--- src/rtl/acc_pkg.sv ---
// Shared definitions for the accumulator feeder.
// Holds the default operand/address/count widths and the feeder FSM state encoding.
package acc_pkg;

    localparam int unsigned IN_DATA_WIDTH = 8;
    localparam int unsigned AWIDTH        = 10;
    localparam int unsigned CNT_WIDTH     = AWIDTH + 1;

    localparam logic [2:0] ST_IDLE  = 3'd0;
    localparam logic [2:0] ST_CLEAR = 3'd1;
    localparam logic [2:0] ST_RUN   = 3'd2;
    localparam logic [2:0] ST_DRAIN = 3'd3;
    localparam logic [2:0] ST_DONE  = 3'd4;

    typedef enum logic [2:0] {
        StIdle  = ST_IDLE,
        StClear = ST_CLEAR,
        StRun   = ST_RUN,
        StDrain = ST_DRAIN,
        StDone  = ST_DONE
    } state_e;

endpackage

--- src/rtl/acc_feeder_ctrl.sv ---
// Upstream control stage for the accumulator.
// On start it clears the accumulator for one cycle, streams N operands out of a
// 1-cycle-latency ROM starting at base_addr (address wraps modulo 2^AWIDTH), and
// pulses done_o in the cycle the accumulator result holds the final sum.
//
// Ports:
//   clk, reset_n          clock, async active-low reset
//   start_i               start command, sampled only in IDLE
//   num_cnt_i             operand count N, latched with start_i
//   base_addr_i           first read address, latched with start_i
//   idle_o / running_o    status (running covers CLEAR, RUN, DRAIN)
//   done_o                one-cycle completion pulse
//   addr_o, ce_o, q_i     ROM read port
//   acc_run_o             accumulator clear
//   acc_valid_o           operand valid (ce_o delayed one cycle)
//   acc_number_o          operand, zero when not valid
module acc_feeder_ctrl #(
    parameter int unsigned IN_DATA_WIDTH = 8,
    parameter int unsigned AWIDTH        = 10,
    parameter int unsigned CNT_WIDTH     = AWIDTH + 1
) (
    input  logic                     clk,
    input  logic                     reset_n,
    input  logic                     start_i,
    input  logic [CNT_WIDTH-1:0]     num_cnt_i,
    input  logic [AWIDTH-1:0]        base_addr_i,
    output logic                     idle_o,
    output logic                     running_o,
    output logic                     done_o,
    output logic [AWIDTH-1:0]        addr_o,
    output logic                     ce_o,
    input  logic [IN_DATA_WIDTH-1:0] q_i,
    output logic                     acc_run_o,
    output logic                     acc_valid_o,
    output logic [IN_DATA_WIDTH-1:0] acc_number_o
);

    import acc_pkg::*;

    state_e                 state_q, state_d;
    logic [CNT_WIDTH-1:0]   n_q;
    logic [CNT_WIDTH-1:0]   rd_cnt_q;
    logic [AWIDTH-1:0]      base_q;
    logic [AWIDTH-1:0]      addr_q;
    logic                   valid_q;
    logic                   accept;
    logic                   last_read;

    assign accept    = (state_q == StIdle) && start_i;
    // Only meaningful in RUN, where n_q >= 1.
    assign last_read = (rd_cnt_q == (n_q - 1'b1));

    always_comb begin
        state_d = state_q;
        case (state_q)
            StIdle:  if (start_i) state_d = StClear;
            StClear: state_d = (n_q == '0) ? StDone : StRun;
            StRun:   if (last_read) state_d = StDrain;
            StDrain: state_d = StDone;
            StDone:  state_d = StIdle;
            default: state_d = StIdle;
        endcase
    end

    always_ff @(posedge clk or negedge reset_n) begin
        if (!reset_n) begin
            state_q <= StIdle;
        end else begin
            state_q <= state_d;
        end
    end

    // Command latch: later changes on num_cnt_i/base_addr_i are ignored.
    always_ff @(posedge clk or negedge reset_n) begin
        if (!reset_n) begin
            n_q    <= '0;
            base_q <= '0;
        end else if (accept) begin
            n_q    <= num_cnt_i;
            base_q <= base_addr_i;
        end
    end

    // Address is loaded at the end of CLEAR so it holds its old value until RUN,
    // and is not advanced past the Nth read so it holds through DRAIN/DONE.
    always_ff @(posedge clk or negedge reset_n) begin
        if (!reset_n) begin
            rd_cnt_q <= '0;
            addr_q   <= '0;
        end else if (state_q == StClear) begin
            rd_cnt_q <= '0;
            addr_q   <= base_q;
        end else if (state_q == StRun) begin
            rd_cnt_q <= rd_cnt_q + 1'b1;
            if (!last_read) begin
                addr_q <= addr_q + 1'b1;
            end
        end
    end

    // Aligns valid with the ROM's one-cycle read latency.
    always_ff @(posedge clk or negedge reset_n) begin
        if (!reset_n) begin
            valid_q <= 1'b0;
        end else begin
            valid_q <= ce_o;
        end
    end

    assign idle_o       = (state_q == StIdle);
    assign running_o    = (state_q == StClear) || (state_q == StRun) || (state_q == StDrain);
    assign done_o       = (state_q == StDone);
    assign ce_o         = (state_q == StRun);
    assign addr_o       = addr_q;
    assign acc_run_o    = (state_q == StClear);
    assign acc_valid_o  = valid_q;
    assign acc_number_o = valid_q ? q_i : '0;

endmodule

--- config.mk ---
export PLATFORM = sky130hd
export DESIGN_NAME = acc_feeder_ctrl
export DESIGN_NICKNAME = d
export VERILOG_FILES = /design/src/rtl/acc_pkg.sv /design/src/rtl/acc_feeder_ctrl.sv
export SDC_FILE = /design/constraint.sdc
export NUM_CORES = 1
export LEC_CHECK = 0
export ABC_AREA = 1
export CORE_ASPECT_RATIO = 1.1
export CORE_UTILIZATION = 49
export DETAILED_ROUTE_END_ITERATION = 6
export HOLD_SLACK_MARGIN = 0.1
export PLACE_DENSITY = 0.76
export SLEW_MARGIN = 20
export SYNTH_ARGS = -nofsm -noshare
export SYNTH_HDL_FRONTEND = slang
export SYNTH_SLANG_ARGS = --single-unit
--- constraint.sdc ---
create_clock -name clk -period 2.2 [get_ports clk]
set_input_delay 0.33 -clock clk [delete_from_list [all_inputs] [get_ports clk]]
set_output_delay 0.33 -clock clk [all_outputs]
set_load 0.02 [all_outputs]
After elaboration in Yosys (flattened, before gate mapping)
Index checks and enable logic that the tools add are counted.
{"block": "word_totals", "input_bits": 32, "ff_bits": 46, "out_inout_bits": 24, "wordCells": 35}
{"block": "classes", "reduce_logical": 8, "add_sub_neg": 3, "n_eq_ne": 8, "n_mux": 10}
{"operator": "two-way mux 10 bit", "n": 3}
{"operator": "two-way mux 11 bit", "n": 2}
{"operator": "one-hot mux 3 bit (4 select lines)", "n": 1}
{"operator": "adder 11 x 1 -> 11 bit (second input constant)", "n": 1}
{"operator": "equality test 11 bit", "n": 1}
{"operator": "zero test 11 bit", "n": 1}
{"operator": "subtractor 11 x 1 -> 11 bit (second input constant)", "n": 1}
{"operator": "adder 10 x 1 -> 10 bit (second input constant)", "n": 1}
{"operator": "two-way mux 3 bit", "n": 3}
{"operator": "two-way mux 8 bit", "n": 1}
{"operator": "equality test 3 x 2 -> 1 bit (second input constant)", "n": 2}
{"operator": "inequality test 2 bit (second input constant)", "n": 2}
{"operator": "AND reduction 2 bit", "n": 2}
{"operator": "equality test 3 x 1 -> 1 bit (second input constant)", "n": 1}
{"operator": "equality test 3 bit (second input constant)", "n": 1}
{"operator": "zero test 3 bit", "n": 1}
{"operator": "logical OR 1 bit", "n": 2}
{"operator": "inequality test 2 x 1 -> 1 bit (second input constant)", "n": 1}
{"operator": "nonzero test 2 bit", "n": 1}
{"operator": "logical AND 1 bit", "n": 1}

Depth between registers and ports, before layout
Gate-level depths: netlist of run 1.
{"block": "depth", "word_depth": 5, "mapped_depth": 15, "depth_no_buf": 14}

Least setup slack after synthesis of run 1
OpenSTA, ideal clock, no wires.
{"block": "synth_timing", "path_kind": "register to register", "startpoint": "register n_q[0]", "endpoint": "register addr_q[5], in the netlist addr_o[5]", "n_path_buf": 1, "t_arrival_ns": 1.706, "synth_period_minus_slack_ns": 1.772, "setup_ns": 0.065, "required_ns": 2.135, "path_slack_ns": 0.428, "path_stages_with_launch": 16, "path_cell_list": "dfrtp_1 -> inv_1 -> ha_1 -> nand2_1 -> nor2_1 -> nand2_1 -> nand2_1 -> inv_1 -> nor2_2 -> nand3_1 -> nor2_2 -> nand3_2 -> nand2_2 -> buf_6 -> nand3_1 -> nand2_1"}
{"block": "synth_via", "elab_chain_cells": 4}
{"element": "start, declared", "line": "acc_feeder_ctrl.sv:41", "source": "logic [CNT_WIDTH-1:0] n_q;"}
{"element": "start signal, assigned", "line": "acc_feeder_ctrl.sv:79", "source": "n_q <= num_cnt_i;"}
{"element": "subtractor 11 x 1 -> 11 bit", "line": "acc_feeder_ctrl.sv:51", "source": "assign last_read = (rd_cnt_q == (n_q - 1'b1));"}
{"element": "equality test 11 bit", "line": "acc_feeder_ctrl.sv:51"}
{"element": "inequality test 2 bit (no source line)"}
{"element": "AND reduction 2 bit (no source line)"}
{"element": "end signal, assigned", "line": "acc_feeder_ctrl.sv:92", "source": "addr_q <= base_q;"}
{"element": "end signal, assigned", "line": "acc_feeder_ctrl.sv:96", "source": "addr_q <= addr_q + 1'b1;"}
{"element": "end, declared", "line": "acc_feeder_ctrl.sv:44", "source": "logic [AWIDTH-1:0] addr_q;"}
Every way passes these cells.
A chain may end at the register's enable or synchronous reset.

Worst setup path after layout of run 1
{"block": "layout_timing", "startpoint": "register state_q[1]", "endpoint": "output port acc_run_o"}
{"block": "layout_via", "elab_chain_cells": 1}
{"element": "start, declared", "line": "acc_feeder_ctrl.sv:40", "source": "state_e state_q, state_d;"}
{"element": "start signal, assigned", "line": "acc_feeder_ctrl.sv:67", "source": "state_q <= StIdle;"}
{"element": "start signal, assigned", "line": "acc_feeder_ctrl.sv:69", "source": "state_q <= state_d;"}
{"element": "equality test 3 x 1 -> 1 bit", "line": "acc_feeder_ctrl.sv:115", "source": "assign acc_run_o = (state_q == StClear);"}
{"element": "end, declared", "line": "acc_feeder_ctrl.sv:33", "source": "output logic acc_run_o,"}
Every way passes these cells.

==> results of run 1 <==
==> critical path, stage by stage, from the launching register on <==
cell	delay (ps)
dfrtp_1	440
nor3_1	200
buf_4	190
clkdlybuf4s50_1	620
==> state kept, by name, indices dropped and copies added, names as in the netlist <==
name,count
state_q,3
rd_cnt_q,11
addr_o,10
base_q,10
acc_valid_o,1
n_q,11
==> metrics by stage <==
stage	std cells	setup slack (ps)	area [um^2]	power [uW]
floorplan	388	428	2780	3060
global placement	514	212	3430	3800
detailed placement	514	125	3430	3860
CTS	522	90.3	3520	4400
global route	522	7.42	3540	4780
finish	522	118	3540	4400
==> placed cells by master, fill, tap and decap left out, drive strengths merged, types with 4 or more instances in the layout <==
cell | netlist | layout
buf | 3 | 7
clkbuf | 7 | 5
mux2 | 6 | 6
a21oi | 20 | 20
o22ai | 4 | 4
o21ai | 18 | 18
nand3 | 42 | 42
ha | 4 | 4
clkdlybuf4s50 | 0 | 54
nor2 | 56 | 56
nor3 | 7 | 7
nand4 | 4 | 4
inv | 57 | 57
nand2 | 99 | 99
dfrtp | 46 | 46
==> final cells by class <==
class,instances,share of cell area (%)
inverters,57,6.04
repair buffers,61,17.0
flip-flops and latches,46,32.5
multi-input cells,275,39.2
well taps,75,2.65
clock inverters,3,0.601
clock buffers,5,1.94
==> kinds of logic after synthesis <==
group	count (synthesis)	share of synthesized area [%]
flip-flops	46	41.4
adder cells (fa/ha/maj)	4	1.80
AND/OR/NAND/NOR	212	34.0
multiplexers	6	2.43
AO/OA/AOI/OAI	47	9.08
XOR/XNOR	6	1.89
buffers and inverters	67	9.40
==> power breakdown <==
part	switching [uW]	total (uW)	internal (uW)
clock	301	525	224
combinational	1380	2370	988
sequential	332	1510	1170
total	2010	4400	2390
==> routing by layer <==
metal,wire length (um),vias up
met1,2970,1208
met2,3030,56
met4,60,0
met5,0,-
met3,237,4
li1,-,1350
==> worst max path at each step <==
stage / startpoint / endpoint
after floorplan: n_q[0]$_DFFE_PN0P_ / addr_o[5]$_DFFE_PN0P_
final: state_q[1]$_DFFE_PN0P_ / acc_run_o
after global placement: n_q[0]$_DFFE_PN0P_ / addr_o[2]$_DFFE_PN0P_
after global routing: n_q[0]$_DFFE_PN0P_ / addr_o[9]$_DFFE_PN0P_
after detailed placement: n_q[0]$_DFFE_PN0P_ / addr_o[3]$_DFFE_PN0P_
after CTS: state_q[1]$_DFFE_PN0P_ / acc_run_o
==> flow_summary.json, run 1 <==
{
  "synth_commonest_cells": "nand2_1 (95), inv_1 (54), nor2_1 (50)",
  "gp_congestion": 0.868,
  "synth_area_mm2": 0.00278,
  "post-route-period-util_pct": 94.6,
  "relSlewSlack_pct": 60.9,
  "vias": 2618,
  "fill_cells": 490,
  "htreeDepth": 2,
  "min_period_ps": 2080,
  "core-area_mm2": 0.00543,
  "status": "complete, no violations",
  "synthTopCellsByArea": "dfrtp_1 (41%), nand2_1 (13%), inv_1 (7.3%), nand3_1 (6.8%), nor2_1 (6.7%)",
  "setup_violations": 0,
  "numCtsBuffers": 5,
  "cts_buffer_depth": 2,
  "async_flop_share_pct": 100,
  "io_buffers": 55,
  "irDropWorstVdd_v": 0.000649,
  "critical_path_class": "flop to output port",
  "yosysWarnings": 0,
  "io-pin-count": 56,
  "grtUsageMet1_pct": 30.0,
  "ys.flop_type": "dfrtp_1",
  "yosysTopAreaCell": "dfrtp_1",
  "drtIter0Drc": 199,
  "antenna_found_initial": 0,
  "setup_tns_ps": 0,
  "synth_fp_nets": 424,
  "post-cts-setup-buffers": 0,
  "syn_to_final_growth_pct": 27.2,
  "start_util_pct": 51.2,
  "synth_seq_area_share_pct": 41.4,
  "grt_use_met3_pct": 3.97,
  "die_area_mm2": 0.00598,
  "reg2regPathDepth": 11,
  "drt_first_pass_iters": 4,
  "track_usage_pct": 22.8,
  "cts-hold-fix-buffers": 0,
  "crit_fanout": 11,
  "multi_input_area_mm2": 0.00139,
  "ys_seq_elements": 46,
  "nets": 482,
  "synth_top_area_share_pct": 41.4,
  "power_density_mw_per_mm2": 1240,
  "p_leak_uw": 0.00175,
  "cp-start-kind": "flop",
  "final_core_util_pct": 65.2,
  "ff_latch_area_mm2": 0.00115,
  "grt_use_met2_pct": 38.3,
  "grt_first_pass_wirelength_um": 10500,
  "cts-root-buf": "clkbuf_8",
  "rows": 28,
  "cts_tree": "done",
  "max_freq_ghz": 0.480,
  "drv_cap": 0,
  "r2r_slack_ps": 170,
  "tightestPinTransition_ps": 586,
  "top_usage_layer": "met2",
  "wl_um": 6300,
  "grt_max_degree": 47,
  "n_antenna_cell": 0,
  "hold_path_class": "input pin to asynchronous set/reset pin",
  "postCtsResizedCells": 0,
  "avgRoutedWirePerCell_um": 12.1,
  "die_height_um": 81.0,
  "worstSkewPairLatency_ps": 300,
  "grt-ovfl-total": 0,
  "cp.required_ps": 1870,
  "synth-edff-count": 0,
  "rsz0062_at_grt": "false",
  "worstPathArrival_ps": 1750,
  "ant_nets": 0,
  "avgSynthCellArea_um2": 7.17,
  "drive_above_1_share_pct": 9.62,
  "finalHoldViolCount": 0,
  "crit_path_end_kind": "output port",
  "holdWs_ps": 104,
  "hpwl_um": 4770,
  "r2r_end": "addr_o[9]$_DFFE_PN0P_",
  "fin_skew_ps": 7.79,
  "yosysMostFrequentCell": "nand2_1",
  "drc": 0,
  "drv_slew": 0,
  "die_width_um": 73.9,
  "synthCells": 388,
  "clkTransAtPathRegs_ps": 90,
  "cts_sinks": 46,
  "synth_cell_types": 29,
  "vias_per_cell": 5.02,
  "r2r-start": "n_q[0]$_DFFE_PN0P_",
  "first_global_vias": 2390
}
Power figures use the tool's default switching activity.
==> run 2, diff against run 1 <==
CAP_MARGIN = 20   (was default)
clock period = 2.6 ns   (was 2.2 ns; I/O delays follow)
==> run 2 against run 1 <==
Final cell count unchanged. Largest power group unchanged. Setup slack improved by 310 ps. Total power decreased by 16%. Sequential share of layout area increased by 0.25 points. Core utilization decreased by 0.51 points. Non-clock buffer count unchanged. Hold slack improved by 400 ps. Critical path depth unchanged. Sequential power decreased by 16%. Combinational power decreased by 16%. Sequential cell count unchanged.
==> flow_summary.json, run 2 (same netlist as run 1, synthesis figures left out) <==
{
  "status": "complete, no violations",
  "vias": 2659,
  "post-route-period-util_pct": 83.4,
  "rows": 28,
  "cts_sinks": 46,
  "worstSkewPairLatency_ps": 310,
  "grtUsageMet1_pct": 32.1,
  "crit_chain": "nor3_1 > buf_4 > clkdlybuf4s50_1",
  "top_usage_layer": "met2",
  "first_global_vias": 2373,
  "irDropWorstVdd_v": 0.000509,
  "cpLargestDelayFamily": "buffers and inverters",
  "path_depth": 3,
  "setup_violations": 0,
  "io-pin-count": 56,
  "hold_path_class": "flop to flop",
  "track_usage_pct": 23.1,
  "finalHoldViolCount": 0,
  "min_period_ps": 2170,
  "grt_first_pass_wirelength_um": 10600,
  "drt_first_pass_iters": 4,
  "final_cell_mix": "nand2_1 (95), inv_1 (54), clkdlybuf4s50_1 (54)",
  "drv_slew": 0,
  "setup_tns_ps": 0,
  "multi_input_area_mm2": 0.00137,
  "setup_ws_ps": 431,
  "max_freq_ghz": 0.461,
  "ant_nets": 0,
  "hpwl_um": 4870,
  "layout_commonest_cell": "nand2_1",
  "die_height_um": 81.0,
  "start_util_pct": 51.2,
  "numCtsBuffers": 5,
  "placed_area_mm2": 0.00341,
  "grt_use_met3_pct": 3.85,
  "io_buffers": 55,
  "crit_path_end_kind": "output port",
  "tightestPinTransition_ps": 793,
  "htreeDepth": 2,
  "power_density_mw_per_mm2": 1050,
  "worstPathArrival_ps": 1780,
  "clkTransAtPathRegs_ps": 100,
  "gp_congestion": 0.908,
  "core-area_mm2": 0.00543,
  "drive_above_1_share_pct": 8.95,
  "syn_to_final_growth_pct": 26.2,
  "n_antenna_cell": 0,
  "drtIter0Drc": 209,
  "cts_buffer_depth": 2,
  "hold_depth": 1,
  "cp-start-kind": "flop",
  "grt_use_met2_pct": 36.8,
  "wl_um": 6490,
  "place_ws_ps": 548,
  "largestRegisters": "n_q: 11 flops, rd_cnt_q: 11 flops",
  "post-cts-setup-buffers": 0,
  "holdWs_ps": 502,
  "die_area_mm2": 0.00598,
  "critical_path.slowest_cell": "clkdlybuf4s50_1",
  "ff_latch_area_mm2": 0.00115,
  "avgRoutedWirePerCell_um": 12.4,
  "slowest_delay_ps": 620,
  "finalInstanceArea_mm2": 0.00351,
  "die_width_um": 73.9,
  "path_buf_inv": 2,
  "nets": 482,
  "p_leak_uw": 0.00175,
  "cts-root-buf": "clkbuf_8",
  "postCtsResizedCells": 0,
  "relSlewSlack_pct": 47.0,
  "crit_fanout": 11,
  "fin_skew_ps": 13.5,
  "antenna_found_initial": 0,
  "grt-ovfl-total": 0,
  "fill_cells": 479,
  "cp.required_ps": 2210,
  "vias_per_cell": 5.09,
  "cts_tree": "done",
  "drc": 0,
  "critical_path_class": "flop to output port",
  "rsz0062_at_grt": "false",
  "grt_max_degree": 32,
  "reg2regPathDepth": 11,
  "drv_cap": 0
}
-- run 2: changes by cell type in the layout (fill, tap and decap cells not counted) --
| cell | previous run | this run |
|---|---|---|
| ha_1 | 3 | 4 |
| nand2_4 | 1 | 0 |
| nand2_2 | 3 | 4 |
| nand3_2 | 3 | 4 |
| nor2_2 | 5 | 4 |
| ha_2 | 1 | 0 |
| buf_12 | 1 | 0 |
| dlygate4sd3_1 | 0 | 1 |
| nor2_1 | 49 | 50 |
| nand3_4 | 1 | 0 |
-- run 2: area by class of cell --
type	instances	share of cell area, %
flip-flops and latches	46	32.8
inverters	57	6.09
clock buffers	5	1.96
clock inverters	3	0.606
repair buffers	61	16.9
multi-input cells	275	39.0
well taps	75	2.67
-- run 2: stage by stage --
step                      total power, uW  util, %  std cells
after floorplan                      2590        -        388
after global placement               3200     62.8        513
after detailed placement             3260     62.8        513
after CTS                            3710     64.7        522
after global routing                 4010     64.7        522
final                                3700     64.7        522
-- run 2: worst paths after layout --
kind / startpoint / slack [ps] / end
min in group asynchronous: reset_n / 520 / base_q[3]$_DFFE_PN0P_
min: state_q[2]$_DFFE_PN0P_ / 500 / state_q[2]$_DFFE_PN0P_
max reg2reg: n_q[0]$_DFFE_PN0P_ / 570 / addr_o[6]$_DFFE_PN0P_
max: state_q[1]$_DFFE_PN0P_ / 430 / acc_run_o
max in group asynchronous: reset_n / 1330 / n_q[3]$_DFFE_PN0P_
min reg2reg: state_q[2]$_DFFE_PN0P_ / 500 / state_q[2]$_DFFE_PN0P_
-- run 2: where the power goes --
part | internal, uW | leakage (uW) | switching (uW) | total (uW)
clock | 189 | 0.0000441 | 256 | 445
sequential | 993 | 0.000564 | 276 | 1270
combinational | 809 | 0.00114 | 1170 | 1980
-- run 2: layer usage --
metal	up-vias	part of all wire (%)	wire length (um)
met5	-	0	0
met4	0	1.8	116
met3	11	3.3	211
met2	60	48	3120
met1	1239	47	3040
li1	1349	-	-
-- run 2: repair_timing --
item | in CTS | in global routing
setup endpoints to repair | 0 | 0
endpoints found under the hold margin | 15 | 0
hold buffers | 1 | 0
-- run 2: worst register-to-register path, stage by stage (launching register included) --
cell	delay, ps
dfrtp_1	390
inv_1	150
ha_1	270
nand2_1	110
nor2_1	170
nand2_1	70
nand2_1	80
nand2_1	60
nor3_2	180
nand3_2	230
nand3_1	150
nand2_1	70
==> RTL change 1, RTL diff (settings of run 1) <==
Register the inputs `start_i`, `num_cnt_i`, `base_addr_i` and `q_i` before use. The logic sees them one clock later.
--- a/src/rtl/acc_feeder_ctrl.sv
+++ b/src/rtl/acc_feeder_ctrl.sv
@@ -37,6 +37,18 @@
 
     import acc_pkg::*;
 
+    logic start_q;
+    logic [CNT_WIDTH-1:0] num_cnt_q;
+    logic [AWIDTH-1:0] base_addr_q;
+    logic [IN_DATA_WIDTH-1:0] q_q;
+
+    always_ff @(posedge clk) begin
+        start_q     <= start_i;
+        num_cnt_q   <= num_cnt_i;
+        base_addr_q <= base_addr_i;
+        q_q         <= q_i;
+    end
+
     state_e                 state_q, state_d;
     logic [CNT_WIDTH-1:0]   n_q;
     logic [CNT_WIDTH-1:0]   rd_cnt_q;
@@ -46,14 +58,14 @@
     logic                   accept;
     logic                   last_read;
 
-    assign accept    = (state_q == StIdle) && start_i;
+    assign accept    = (state_q == StIdle) && start_q;
     // Only meaningful in RUN, where n_q >= 1.
     assign last_read = (rd_cnt_q == (n_q - 1'b1));
 
     always_comb begin
         state_d = state_q;
         case (state_q)
-            StIdle:  if (start_i) state_d = StClear;
+            StIdle:  if (start_q) state_d = StClear;
             StClear: state_d = (n_q == '0) ? StDone : StRun;
             StRun:   if (last_read) state_d = StDrain;
             StDrain: state_d = StDone;
@@ -76,8 +88,8 @@
             n_q    <= '0;
             base_q <= '0;
         end else if (accept) begin
-            n_q    <= num_cnt_i;
-            base_q <= base_addr_i;
+            n_q    <= num_cnt_q;
+            base_q <= base_addr_q;
         end
     end
 
@@ -114,7 +126,7 @@
     assign addr_o       = addr_q;
     assign acc_run_o    = (state_q == StClear);
     assign acc_valid_o  = valid_q;
-    assign acc_number_o = valid_q ? q_i : '0;
+    assign acc_number_o = valid_q ? q_q : '0;
 
 endmodule
 
Formal check against the unedited RTL: not equivalent (a bounded check fails within 4 cycles, from zero or initial values and one cycle with reset_n low).
==> RTL change 1 against run 1 <==
  * Wire length up 4.1%
  * Combinational power down 6%
  * Design area up 16%
  * Sequential cell count up 30
  * Clock power up 98%
  * Total power up 22%
  * Area after synthesis up 16%
  * Synthesized cell count up 1.5%
  * Worst setup slack better by 77 ps
  * Largest cell class is now registers
==> RTL change 1: results (changes against run 1) <==
Run status
  • Outcome: finished, final reports clean (unchanged)

Place
  • Post-DP Area: 3890 µm² (was 3430 µm²)
  • Placed Cells incl. Taps: 527 (was 514)
  • Dpl hpwl: 4780 µm (was 4770 µm)

Cells and area
  • Post-layout instance count excluding filler cells: 544 (was 522)
  • Ratio of cells with drive above 1 in the final layout: 8.19% (was 9.62%)
  • Layout fillers: 528 (was 490)

Synthesis
  • Synth cell types: 26 (was 29)
  • Seq/Total Area, Yosys: 54.1% (was 41.4%)
  • Post-synth top cells: nand2_1 (94), inv_1 (52), nor2_1 (49) (was nand2_1 (95), inv_1 (54), nor2_1 (50))
  • Async SR Flop Fraction: 60.5% (was 100%)
  • Ranking of synthesized cells by area: dfrtp_1 (36%), dfxtp_1 (19%), nand2_1 (11%) (was dfrtp_1 (41%), nand2_1 (13%), inv_1 (7.3%))
  • Mean Syn Cell Area: 8.22 µm² (was 7.17 µm²)

Clock network
  • H-Tree Depth: 3 (was 2)
  • Num CTS Buffers: 9 (was 5)
  • Worst-Skew Late Latency: 350 ps (was 300 ps)

Critical path
  • Reg2reg setup slack: 210 ps (was 170 ps)
  • Worst path arrival time: 1680 ps (was 1750 ps)

Power
  • Leak: 1.97 nW (was 1.75 nW)
  • Worst vdd ir: 0.675 mV (was 0.649 mV)

Timing
  • Slew headroom: 56.8% (was 60.9%)

Global routing
  • Gr usage total: 21.2% (was 22.8%)
  • Vias in the first global route: 2,635 (was 2,390)

Detailed routing
  • Initial DRC count: 214 (was 199)
  • Detailed-route wire length: 6560 µm (was 6300 µm)
RTL change 1: per-layer routing:
metal,global-route usage [%],vias to the layer above,share of wire [%]
li1,-,1368,-
met1,25.3,1278,43
met2,35.4,69,49
met3,5.65,12,5.6
met4,10.4,0,2.1
met5,0,-,0
RTL change 1: timing repair:
item                       4_1_cts  5_1_grt
setup endpoints to repair        0       12
resized for setup                0        5
hold endpoints to repair        46        0
hold buffers                     1        0
RTL change 1: path summary, 6_finish.rpt:
| path | cells past startpoint | start | endpoint |
|---|---|---|---|
| setup / recovery | 4 | state_q[2] | acc_run_o |
| min in group asynchronous | 3 | reset_n | n_q[2] |
| hold reg to reg | 1 | num_cnt_q[9] | n_q[9] |
| setup reg to reg | 15 | n_q[0] | addr_o[9] |
| hold / removal | 1 | base_addr_i[8] | base_addr_q[8] |
| max in group asynchronous | 3 | reset_n | rd_cnt_q[7] |
RTL change 1: layout make-up:
type / instances / area (µm²) / share of cell area (%)
sequential: 76 / 1750 / 42.6
multi-input combinational: 257 / 1260 / 30.7
timing repair buffer: 62 / 603 / 14.7
inverter: 53 / 199 / 4.84
clock buffer: 12 / 145 / 3.53
tap: 80 / 100 / 2.44
clock inverter: 4 / 48.8 / 1.19
RTL change 1: cell families after synthesis:
family                     after synthesis  synth area share (%)
AOI/OAI and AO/OA                       44                  6.99
DFF                                     76                  54.1
xor gates and xnor gates                10                  2.70
and+or+nand+nor                        190                  24.2
adders and majority gates                4                  1.54
buffers and inverters                   61                  7.41
muxes                                    9                  3.13
RTL change 1: where the power goes:
part	switching [W]	internal [W]	total, W
Clock	0.000483	0.000556	0.00104
Combinational	0.00128	0.000952	0.00223
Sequential	0.000344	0.00175	0.00210
RTL change 1: stage by stage:
step | hold WS, ps | utilization, % | setup slack (ps) | power [W] | setup TNS (ps)
after global routing | 402 | 65.5 | -4.17 | 0.00581 | -4.17
after global placement | 443 | 62.1 | 239 | 0.00424 | 0
after floorplan | 34.4 | - | 454 | 0.00353 | 0
after CTS | 400 | 65.3 | 42.7 | 0.00539 | 0
after detailed placement | 448 | 62.1 | 94.5 | 0.00433 | 0
final | 421 | 65.5 | 195 | 0.00537 | 0
==> RTL change 2, RTL diff (settings of run 1) <==
Made on the original files. `AWIDTH` is set to 10 in 2 places; all go to 5.
--- a/src/rtl/acc_pkg.sv
+++ b/src/rtl/acc_pkg.sv
@@ -3,7 +3,7 @@
 package acc_pkg;
 
     localparam int unsigned IN_DATA_WIDTH = 8;
-    localparam int unsigned AWIDTH        = 10;
+    localparam int unsigned AWIDTH        = 5;
     localparam int unsigned CNT_WIDTH     = AWIDTH + 1;
 
     localparam logic [2:0] ST_IDLE  = 3'd0;
--- a/src/rtl/acc_feeder_ctrl.sv
+++ b/src/rtl/acc_feeder_ctrl.sv
@@ -16,7 +16,7 @@
 //   acc_number_o          operand, zero when not valid
 module acc_feeder_ctrl #(
     parameter int unsigned IN_DATA_WIDTH = 8,
-    parameter int unsigned AWIDTH        = 10,
+    parameter int unsigned AWIDTH        = 5,
     parameter int unsigned CNT_WIDTH     = AWIDTH + 1
 ) (
     input  logic                     clk,
Ports: changed (resized addr_o, base_addr_i and num_cnt_i); port bits go from 56 to 41. No check against the original RTL was run, so the function may have changed too.
==> RTL change 2 against run 1 <==
  * Via count fell by 47%
  * Sequential share of layout area is 0.73 points lower
  * Critical endpoint is now idle_o
  * Wire length is 50% lower
  * Critical path depth up 1
  * Design area shrank 42%
  * Sequential cell count shrank 20
  * Area after synthesis down 44%
  * Utilization is 2.1 points higher
  * Total power down 36%
  * Worst setup slack improved by 52 ps
  * Highest routed layer unchanged
  * Largest cell class unchanged
  * Hold slack better by 230 ps
==> RTL change 2: results (changes against run 1) <==
Power
  • Sw power: 0.00127 W (was 0.00201 W)

Cells and area
  • Area Growth Syn to Fin: 31.0% (was 27.2%)
  • Biggest regs: n_q x6, rd_cnt_q x6 (was n_q x11, rd_cnt_q x11)
  • Multi-input combinational area share: 37.1% (was 39.2%)
  • Ratio of cells with drive above 1 in the final layout: 14.9% (was 9.62%)
  • Clock buf count: 3 (was 5)
  • Layout fillers: 272 (was 490)
  • Clk cell area share: 2.56% (was 2.55%)

Detailed routing
  • Met3 WL: 180 µm (was 237 µm)
  • Routed WL per cell: 11.3 µm (was 12.1 µm)
  • Initial DRC count: 41 (was 199)
  • Post-Route M1 WL: 1370 µm (was 2970 µm)
  • Detailed-route wire length: 3120 µm (was 6300 µm)

Place
  • GP Congestion: 0.757 (was 0.868)
  • Placed Cells incl. Taps: 272 (was 514)
  • Port bufs: 40 (was 55)
  • Dpl hpwl: 2360 µm (was 4770 µm)

Synthesis
  • Post-synth top cells: nand2_1 (45), dfrtp_1 (26), inv_1 (25) (was nand2_1 (95), inv_1 (54), nor2_1 (50))
  • Ranking of synthesized cells by area: dfrtp_1 (42%), nand2_1 (11%), nand3_1 (7.0%) (was dfrtp_1 (41%), nand2_1 (13%), inv_1 (7.3%))
  • Seq/Total Area, Yosys: 41.6% (was 41.4%)
  • Synth Area in XOR/XNOR: 1.12% (was 1.89%)
  • Synth cell types: 27 (was 29)
  • Complex-gate fraction of the synthesized area: 10.3% (was 9.08%)
  • Syn nets: 225 (was 424)
  • Share of synthesized area spent on multiplexers: 1.92% (was 2.43%)

Clock network
  • Clk sinks: 26 (was 46)
  • Reg clk slew, reported paths: 150 ps (was 90 ps)
  • Post_cts resized: 1 (was 0)

Run status
  • Outcome: finished, final reports clean (unchanged)

Timing
  • Actual slew at the worst max-slew pin: 479 ps (was 586 ps)
  • Worst Clk Skew: 6.03 ps (was 7.79 ps)

Global routing
  • Largest net degree at the start of global routing: 27 (was 47)
  • Gr usage total: 19.6% (was 22.8%)
  • Vias in the first global route: 1,245 (was 2,390)

Critical path
  • Critical path fanouts, max: 4 (was 11)
-- RTL change 2: path summary, 6_finish.rpt --
| check | to | start | depth (start not counted) | slack (ps) |
|---|---|---|---|---|
| worst max register to register | addr_o[1] | n_q[0] | 13 | 460 |
| worst min-delay path | state_q[2] | reset_n | 2 | 340 |
| min in group clk | base_q[1] | base_q[1] | 2 | 520 |
| max in group asynchronous | state_q[1] | reset_n | 2 | 1600 |
| worst max-delay path | idle_o | state_q[0] | 4 | 170 |
| worst min register to register | base_q[1] | base_q[1] | 2 | 520 |
-- RTL change 2: worst max-delay path: stages (launching register included) --
cell,delay [ps]
dfrtp_1,470
nor2_4,150
inv_2,70
nor2_4,80
clkdlybuf4s50_1,600
-- RTL change 2: power groups by stage --
stage	clock network (W)	registers [W]	logic, W
global placement	0	0.000891	0.00158
CTS	0.000340	0.000888	0.00161
floorplan	0	0.000905	0.00111
finish	0.000337	0.000888	0.00159
global route	0.000356	0.000921	0.00177
detailed placement	0	0.000895	0.00160
